## src/rtl/imem_loader_if.sv

```systemverilog
// Byte-stream valid/ready channel feeding the instruction-memory loader.
// The master is the program source and the slave is the loader.
interface imem_loader_if;
    logic       in_valid;
    logic       in_ready;
    logic [7:0] in_data;
    logic       in_last;

    modport master (output in_valid, output in_data, output in_last, input in_ready);
    modport slave  (input in_valid, input in_data, input in_last, output in_ready);
endinterface

```

## src/rtl/imem_loader.sv

```systemverilog
// Packs a little-endian byte stream into 32-bit words and writes them to imem from address 0.
// It then zero-fills the remaining words and raises start_o for the CPU.
module imem_loader #(
    parameter int unsigned ADDR_W = 8,
    parameter int unsigned DEPTH  = 256
) (
    input  logic              clk_i,
    input  logic              rst_i,
    imem_loader_if.slave      in_if,
    output logic              wr_en_o,
    output logic [ADDR_W-1:0] wr_addr_o,
    output logic [31:0]       wr_data_o,
    output logic [ADDR_W:0]   word_cnt_o,
    output logic              start_o,
    output logic              done_o,
    output logic              error_o
);

    typedef enum logic [1:0] {StLoad, StFill, StRun, StErr} state_e;

    localparam logic [ADDR_W-1:0] LastAddr = ADDR_W'(DEPTH - 1);

    state_e              state_q, state_d;
    logic [1:0]          byte_idx_q, byte_idx_d;
    logic [31:0]         asm_q, asm_d;
    logic [ADDR_W-1:0]   ptr_q, ptr_d;
    logic                wr_en_q, wr_en_d;
    logic [ADDR_W-1:0]   wr_addr_q, wr_addr_d;
    logic [31:0]         wr_data_q, wr_data_d;
    logic [ADDR_W:0]     cnt_q, cnt_d;
    logic                start_q, start_d;
    logic                done_q, done_d;
    logic                err_q, err_d;
    logic                xfer;
    logic [31:0]         word_v;

    assign in_if.in_ready = (state_q == StLoad);
    assign xfer           = in_if.in_valid && in_if.in_ready;
    // Upper bytes of the assembler are always zero here, so a short word comes out zero-padded.
    assign word_v         = asm_q | ({24'd0, in_if.in_data} << {byte_idx_q, 3'b000});

    always_comb begin
        state_d    = state_q;
        byte_idx_d = byte_idx_q;
        asm_d      = asm_q;
        ptr_d      = ptr_q;
        wr_en_d    = 1'b0;
        wr_addr_d  = wr_addr_q;
        wr_data_d  = wr_data_q;
        cnt_d      = cnt_q;
        // Status lags the state by one cycle so it never overlaps the final write pulse.
        start_d    = (state_q == StRun);
        done_d     = (state_q == StRun);
        err_d      = (state_q == StErr);

        unique case (state_q)
            StLoad: begin
                if (xfer) begin
                    if (byte_idx_q == 2'd3 || in_if.in_last) begin
                        wr_en_d    = 1'b1;
                        wr_addr_d  = ptr_q;
                        wr_data_d  = word_v;
                        cnt_d      = cnt_q + (ADDR_W+1)'(1);
                        byte_idx_d = 2'd0;
                        asm_d      = 32'd0;
                        if (byte_idx_q != 2'd3) begin
                            state_d = StErr;
                        end else if (in_if.in_last) begin
                            if (ptr_q == LastAddr) begin
                                state_d = StRun;
                            end else begin
                                state_d = StFill;
                                ptr_d   = ptr_q + ADDR_W'(1);
                            end
                        end else if (ptr_q == LastAddr) begin
                            state_d = StErr;
                        end else begin
                            ptr_d = ptr_q + ADDR_W'(1);
                        end
                    end else begin
                        asm_d      = word_v;
                        byte_idx_d = byte_idx_q + 2'd1;
                    end
                end
            end
            StFill: begin
                wr_en_d   = 1'b1;
                wr_addr_d = ptr_q;
                wr_data_d = 32'd0;
                if (ptr_q == LastAddr) begin
                    state_d = StRun;
                end else begin
                    ptr_d = ptr_q + ADDR_W'(1);
                end
            end
            StRun, StErr: begin
            end
            default: state_d = StErr;
        endcase
    end

    always_ff @(posedge clk_i or posedge rst_i) begin
        if (rst_i) begin
            state_q    <= StLoad;
            byte_idx_q <= 2'd0;
            asm_q      <= 32'd0;
            ptr_q      <= '0;
            wr_en_q    <= 1'b0;
            wr_addr_q  <= '0;
            wr_data_q  <= 32'd0;
            cnt_q      <= '0;
            start_q    <= 1'b0;
            done_q     <= 1'b0;
            err_q      <= 1'b0;
        end else begin
            state_q    <= state_d;
            byte_idx_q <= byte_idx_d;
            asm_q      <= asm_d;
            ptr_q      <= ptr_d;
            wr_en_q    <= wr_en_d;
            wr_addr_q  <= wr_addr_d;
            wr_data_q  <= wr_data_d;
            cnt_q      <= cnt_d;
            start_q    <= start_d;
            done_q     <= done_d;
            err_q      <= err_d;
        end
    end

    assign wr_en_o    = wr_en_q;
    assign wr_addr_o  = wr_addr_q;
    assign wr_data_o  = wr_data_q;
    assign word_cnt_o = cnt_q;
    assign start_o    = start_q;
    assign done_o     = done_q;
    assign error_o    = err_q;

endmodule

```

## src/flat_wrapper.sv

```systemverilog
// flat-port wrapper written by rule: the top's interface ports become plain ports
module imem_loader_flat 
#(
    parameter int unsigned ADDR_W = 8,
    parameter int unsigned DEPTH  = 256
)
  (clk_i, rst_i, wr_en_o, wr_addr_o, wr_data_o, word_cnt_o, start_o, done_o, error_o, in_if_in_valid, in_if_in_data, in_if_in_last, in_if_in_ready);
  imem_loader_if in_if_i ();
  input  logic clk_i;
  input  logic rst_i;
  output logic wr_en_o;
  output logic [ADDR_W-1:0] wr_addr_o;
  output logic [31:0] wr_data_o;
  output logic [ADDR_W:0] word_cnt_o;
  output logic start_o;
  output logic done_o;
  output logic error_o;
  input wire logic [$bits(in_if_i.in_valid)-1:0] in_if_in_valid;
  input wire logic [$bits(in_if_i.in_data)-1:0] in_if_in_data;
  input wire logic [$bits(in_if_i.in_last)-1:0] in_if_in_last;
  output wire logic [$bits(in_if_i.in_ready)-1:0] in_if_in_ready;
  assign in_if_i.in_valid = in_if_in_valid;
  assign in_if_i.in_data = in_if_in_data;
  assign in_if_i.in_last = in_if_in_last;
  assign in_if_in_ready = in_if_i.in_ready;
  imem_loader #(.ADDR_W(ADDR_W), .DEPTH(DEPTH)) u_core (.clk_i(clk_i), .rst_i(rst_i), .in_if(in_if_i), .wr_en_o(wr_en_o), .wr_addr_o(wr_addr_o), .wr_data_o(wr_data_o), .word_cnt_o(word_cnt_o), .start_o(start_o), .done_o(done_o), .error_o(error_o));
endmodule
```

## config.mk

```make
export PLATFORM = sky130hd
export DESIGN_NAME = imem_loader_flat
export DESIGN_NICKNAME = d
export VERILOG_FILES = /design/src/rtl/imem_loader_if.sv /design/src/rtl/imem_loader.sv /design/src/flat_wrapper.sv
export SDC_FILE = /design/constraint.sdc
export NUM_CORES = 1
export LEC_CHECK = 0
export BUFFER_PORTS_ARGS = -buffer_cell sky130_fd_sc_hd__buf_4
export CAP_MARGIN = 0
export CORE_MARGIN = 2
export CORE_UTILIZATION = 43
export CTS_BUF_LIST = sky130_fd_sc_hd__clkbuf_8
export CTS_CLUSTER_DIAMETER = 80
export DETAILED_ROUTE_END_ITERATION = 6
export PLACE_DENSITY = 0.62
export SYNTH_ARGS = -nofsm -noshare
export SYNTH_HDL_FRONTEND = slang
export SYNTH_SLANG_ARGS = --single-unit
```

## constraint.sdc

```tcl
create_clock -name clk_i -period 5.9 [get_ports clk_i]
set_input_delay 0.59 -clock clk_i [delete_from_list [all_inputs] [get_ports clk_i]]
set_output_delay 0.59 -clock clk_i [all_outputs]
set_load 0.02 [all_outputs]
```

==> results of run 1 <==
==> worst register-to-register path: stages, from the launching register on <==
cell and delay [ns]:
dfrtp_1 0.50, ha_1 0.32, nor2_1 0.19, nor2_2 0.83
nor2_1 0.13, a211oi_1 0.24
==> state kept, by name (all words and copies together), names as in the netlist <==
register / count
u_core.word_cnt_o: 9
u_core.wr_addr_o: 8
u_core.asm_q: 32
u_core.ptr_q: 8
u_core.wr_data_o: 32
u_core.start_o: 1
u_core.byte_idx_q: 2
u_core.wr_en_o: 1
u_core.state_q: 2
u_core.error_o: 1
==> placed cells by master (no fill, tap or decap), types with 2 or more instances in the layout <==
cell      Yosys  layout
a21oi_1      65      65
nand4_1       4       4
and3_1        4       4
xnor2_1      12      12
mux2_2        9       9
inv_1         3       3
nor2_2        2       2
nand2_1      30      30
and2_1        2       2
buf_4         1      68
clkinv_2      0       3
o21ai_0      22      22
dfrtp_1      96      96
ha_1          3       3
nor2b_1       6       6
xor2_1        3       3
nor2_1       53      53
a211oi_1     14      14
nor4_1        2       2
clkbuf_8      0       9
a31oi_1       2       2
nand3_1       4       4
==> worst paths after layout <==
| check | startpoint | end | slack, ns |
|---|---|---|---|
| worst min-delay path | rst_i | u_core.wr_addr_o[2] | 0.22 |
| worst max register to register | u_core.byte_idx_q[0] | u_core.wr_data_o[21] | 3.60 |
| worst max-delay path | u_core.byte_idx_q[0] | u_core.wr_data_o[21] | 3.60 |
| max in group asynchronous | rst_i | u_core.asm_q[5] | 4.45 |
| min in group clk_i | u_core.word_cnt_o[8] | u_core.word_cnt_o[8] | 0.48 |
| worst min register to register | u_core.word_cnt_o[8] | u_core.word_cnt_o[8] | 0.48 |
==> final cells by class <==
type	count	area share (%)
multi-input cells	250	30.3
inverters	3	0.269
repair buffers	68	11.0
clock buffers	9	2.66
flip-flops and latches	96	51.7
well taps	111	2.99
clock inverters	5	1.10
==> report_power, final <==
part / total, W / switching, W / internal (W)
Combinational: 0.0000466 / 0.0000342 / 0.0000125
Sequential: 0.000664 / 0.00000295 / 0.000661
Clock: 0.000404 / 0.000215 / 0.000188
==> cells by family after synthesis <==
logic type	after synthesis
multiplexers	9
flip-flops	96
XOR/XNOR	15
adder cells (fa/ha/maj)	3
AO/OA/AOI/OAI	108
AND/OR/NAND/NOR	115
buffers and inverters	31
==> per-layer routing <==
metal / wire (um) / up-vias
li1: - / 1383
met2: 4040 / 56
met1: 4080 / 1395
met3: 279 / 12
met4: 125 / 0
met5: 0 / -
==> metrics by stage <==
| step | cells | power, W | utilization (%) | hold slack [ns] | setup slack [ns] |
|---|---|---|---|---|---|
| after floorplan | 377 | 0.000707 | - | 0.463 | 2.80 |
| after global placement | 528 | 0.000723 | 49.1 | 0.465 | 3.53 |
| after detailed placement | 528 | 0.000724 | 49.1 | 0.470 | 3.49 |
| after CTS | 542 | 0.00112 | 51.0 | 0.220 | 3.57 |
| after global routing | 542 | 0.00116 | 51.0 | 0.233 | 3.34 |
| final | 542 | 0.00111 | 51.0 | 0.219 | 3.60 |
==> qor.csv, run 1 <==
metric;value;unit
TNS Setup;0;ns
initial core utilization;43.6;%
part of the cycle the worst path needs;39.1;%
Clock Latency Late Sink;0.36;ns
Die W;100;um
area of the core;0.00911;mm^2
Routed WL;8520;um
slowest CP cell;nor2_2;
WP depth;5;
distinct cell type count after synthesis;36;
first-pass iteration count of the detailed router;5;
main combinational cell family by area after synthesis;compound AO/OA/AOI/OAI gates;
busiest grt layer;met2;
Yosys top cell area share;60.5;%
critical path launch point type;flip-flop;
final worst path period need;2.30;ns
FP Rows;35;
predominant post-synthesis flop cell;dfrtp_1;
post_cts resized;0;
CP peak stage delay;0.83;ns
CTS tree;done;
number of flops mapped to enable cells by yosys;0;
CP bufs+invs;0;
Top delay family on crit path;simple AND/OR/NAND/NOR gates;
Rel. slew slack;28.3;%
GR Layer Usage met1;25.8;%
Leakage;2.22;nW
Worst EP arrival;2.57;ns
RSZ-0062 raised after global routing;no;
final setup vio count;0;
GPL Wtd Cong;0.777;
Reg area;0.00240;mm^2
R2R depth;5;
gr ovfl total;0;
Hold Crit Class;primary input to async pin;
Worst Skew;0.00865;ns
fraction of registers with async set/reset;100;%
Nets;443;
Global Route met2 Usage;27.0;%
die extent in y;100;um
initial antenna violation count;0;
via/cell ratio;5.25;
# clock sinks;96;
Critical Path RT;6.17;ns
Synthesized Nets;392;
first-pass GRT wire length;14000;um
status;finished, final reports clean;
proportion of synthesized area in mux cells;2.55;%
Post-Syn Area;0.00397;mm^2
Peak Freq;434;MHz
Multi-input gate area;0.00141;mm^2
largest net degree at the start of global routing;72;
Synth Area in Adders;0.945;%
initial DRC count;136;
crit-path cells;ha_1 > nor2_1 > nor2_2 > nor2_1 > a211oi_1;
I/O Pins;66;
port buffer count;65;
Synth Area in Compound Gates;15.1;%
most frequent cell after synthesis;dfrtp_1;
WS Path Type;flip-flop to flip-flop;
most frequent cells after synthesis;dfrtp_1 (96), a21oi_1 (65), nor2_1 (53);
synth warn;0;
post-synthesis sequential area ratio;60.5;%
Hold Buf Count CTS;0;
CP dominant cell by count;nor2_1;
DP HPWL;5700;um
Setup Buffers After CTS;0;
via count;2846;
Remaining DRCs;0;
Post-Synth XOR/XNOR Area;3.31;%
CP Max Fanout;28;
DP Area;0.00447;mm^2
top cell type by total area after synthesis;dfrtp_1;
main area contributors after synthesis;dfrtp_1 (61%), a21oi_1 (8.2%), nor2_1 (5.0%), nand2_1 (2.8%), o21ai_0 (2.8%);
Fill cells;874;
Avg WL per Cell;15.7;um
Slew @ Worst Pin;1.07;ns
max-cap viol count;0;
H-tree lvl count;3;
nature of the critical path endpoint;flip-flop;
Yosys reg bits;96;
Die ar.;0.0100;mm^2
final hold violations;0;
post-route ant nets;0;
maximum clock path buffer count;2;
Overall Global Routing Usage;18.1;%
Final Max Slew Viols;0;
clock transition at the registers of the reported paths;0.09;ns
share of post-route cells with drive strength above 1;22.7;%
ant diodes;0;
routing usage on met3;3.69;%
Mean Syn Cell Area;10.5;um^2
total CTS buffers;9;
PD cells;240;mW/mm^2
Post-Synthesis Cells;377;
vias in the first global route;2768;
Clock Tree Root;clkbuf_8;
area grow syn2layout;17.1;%
final instance area;0.00465;mm^2
VDD IR max;92.9;uV
Simple-Gate Fraction of Synth Area;13.6;%
Power figures use the tool's default switching activity.
==> inputs of run 2 (changes only) <==
- ABC_AREA: not set -> 1
- PLACE_DENSITY: 0.62 -> 0.64
- clock period: 5.9 -> 2 ns (I/O delays scaled with it)
==> qor.csv, run 2 <==
metric;value;unit
Nets;596;
Post-Synthesis Cells;515;
final setup vio count;0;
Mean Syn Cell Area;8.42;um^2
area grow syn2layout;19.0;%
first-pass GRT wire length;16600;um
DP Area;0.00495;mm^2
Pint;0.00254;W
vias in the first global route;3469;
post-route insts no fill;719;
top cell type by total area after synthesis;dfrtp_1;
FP Rows;36;
CTS tree;done;
Slew @ Worst Pin;0.905;ns
die extent in y;104;um
post-synthesis sequential area ratio;55.4;%
status;finished, final reports clean;
final hold violations;0;
ant diodes;0;
total power;0.00329;W
most frequent cells in the layout;nand2_1 (202), dfrtp_1 (96), buf_4 (71);
Clock Tree Root;clkbuf_8;
WS Path Type;flip-flop to flip-flop;
Final Max Slew Viols;0;
largest net degree at the start of global routing;97;
r2r setup slk;0.19;ns
GPL Wtd Cong;0.794;
DP HPWL;6650;um
Rel. slew slack;39.6;%
nature of the critical path endpoint;flip-flop;
Peak Freq;552;MHz
combinational power share;2.4;%
Setup Buffers After CTS;0;
Avg WL per Cell;14.0;um
gr ovfl total;0;
main area contributors after synthesis;dfrtp_1 (55%), nand2_1 (17%), inv_1 (3.9%), nand3_1 (3.7%), a21oi_1 (2.9%);
sw frac;22.6;%
Leakage;2.90;nW
area of the core;0.00977;mm^2
Yosys top cell area share;55.4;%
synth warn;0;
max-cap viol count;0;
part of the cycle the worst path needs;90.6;%
Worst Skew;0.00933;ns
initial core utilization;44.4;%
initial antenna violation count;0;
final instance area;0.00516;mm^2
Overall Global Routing Usage;18.9;%
Remaining DRCs;0;
total CTS buffers;9;
RSZ-0062 raised after global routing;no;
utilization after layout;52.8;%
post_cts resized;0;
initial DRC count;180;
share of power burned in registers;59.0;%
I/O Pins;66;
Placed Cells;701;
share of post-route cells with drive strength above 1;17.9;%
critical path launch point type;flip-flop;
clock transition at the registers of the reported paths;0.10;ns
distinct cell type count after synthesis;27;
Fill cells;921;
TNS Setup;0;ns
Yosys reg bits;96;
NetSw;0.000744;W
Worst EP arrival;2.11;ns
maximum clock path buffer count;2;
most common cell after layout, fill and taps aside;nand2_1;
PD cells;637;mW/mm^2
Reg area;0.00240;mm^2
final worst path period need;1.81;ns
port buffer count;65;
Hold Crit Class;primary input to flip-flop;
Die ar.;0.0109;mm^2
CP Max Fanout;26;
Clock Latency Late Sink;0.36;ns
H-tree lvl count;3;
most frequent cells after synthesis;nand2_1 (202), dfrtp_1 (96), inv_1 (45);
via/cell ratio;4.96;
VDD IR max;292;uV
Post-Syn Area;0.00434;mm^2
via count;3563;
Synthesized Nets;530;
most frequent cell after synthesis;nand2_1;
first-pass iteration count of the detailed router;4;
fraction of registers with async set/reset;100;%
# clock sinks;96;
Routed WL;10100;um
Critical Path RT;2.30;ns
Multi-input gate area;0.00164;mm^2
Die W;104;um
predominant post-synthesis flop cell;dfrtp_1;
number of flops mapped to enable cells by yosys;0;
post-route ant nets;0;
clock share of power;38.6;%
==> run 2: kinds of logic after synthesis <==
| logic type | share of synthesized area, % |
|---|---|
| adders and majority gates | 0.866 |
| AOI/OAI and AO/OA | 7.99 |
| buffers and inverters | 6.84 |
| and+or+nand+nor | 27.5 |
| DFF | 55.4 |
| xor gates and xnor gates | 1.41 |
==> run 2: routing by layer <==
layer	global-route usage [%]	wire (um)	vias to the layer above
met3	3.88	519	5
li1	-	-	1757
met1	26.2	4680	1707
met4	5.21	64	0
met5	0	0	-
met2	30.2	4790	94
==> run 2: worst max-delay path, stage by stage (launching register included) <==
cell	delay [ns]
dfrtp_1	0.39
ha_1	0.28
nor2_4	0.32
nor2_8	0.13
nor2_8	0.15
buf_4	0.30
nand2_1	0.10
nand2_1	0.07
==> run 2: cell type report <==
type	count	share of cell area, %
clock inverters	7	1.38
flip-flops and latches	96	46.6
well taps	133	3.23
repair buffers	73	10.9
clock buffers	9	2.40
inverters	49	3.64
multi-input cells	352	31.9
==> run 2: power groups by stage <==
stage | Combinational [W] | Sequential [W] | Clock (W)
global route | 0.0000903 | 0.00194 | 0.00140
finish | 0.0000799 | 0.00194 | 0.00127
global placement | 0.0000823 | 0.00198 | 0
floorplan | 0.0000359 | 0.00198 | 0
detailed placement | 0.0000814 | 0.00198 | 0
CTS | 0.0000831 | 0.00194 | 0.00131
==> run 2: metrics by stage <==
step	setup slack (ns)	hold slack [ns]
after CTS	0.0985	0.166
after global routing	0.0667	0.171
after global placement	0.185	0.395
final	0.189	0.181
after detailed placement	0.111	0.394
after floorplan	0.485	0.416
==> run 2: path summary, 6_finish.rpt <==
kind	from	end	cells after the start
min	in_if_in_data[3]	u_core.wr_data_o[11]	3
max reg2reg	u_core.byte_idx_q[0]	u_core.wr_data_o[21]	7
max	u_core.byte_idx_q[0]	u_core.wr_data_o[21]	7
min in group asynchronous	rst_i	u_core.wr_data_o[20]	4
max in group asynchronous	rst_i	u_core.wr_data_o[17]	4
min reg2reg	u_core.wr_data_o[31]	u_core.wr_data_o[31]	2
==> run 2: timing repair <==
item / 4_1_cts / 5_1_grt
hold buffers: 1 / 0
endpoints found under the setup margin: 0 / 3
endpoints found under the hold margin: 10 / 0
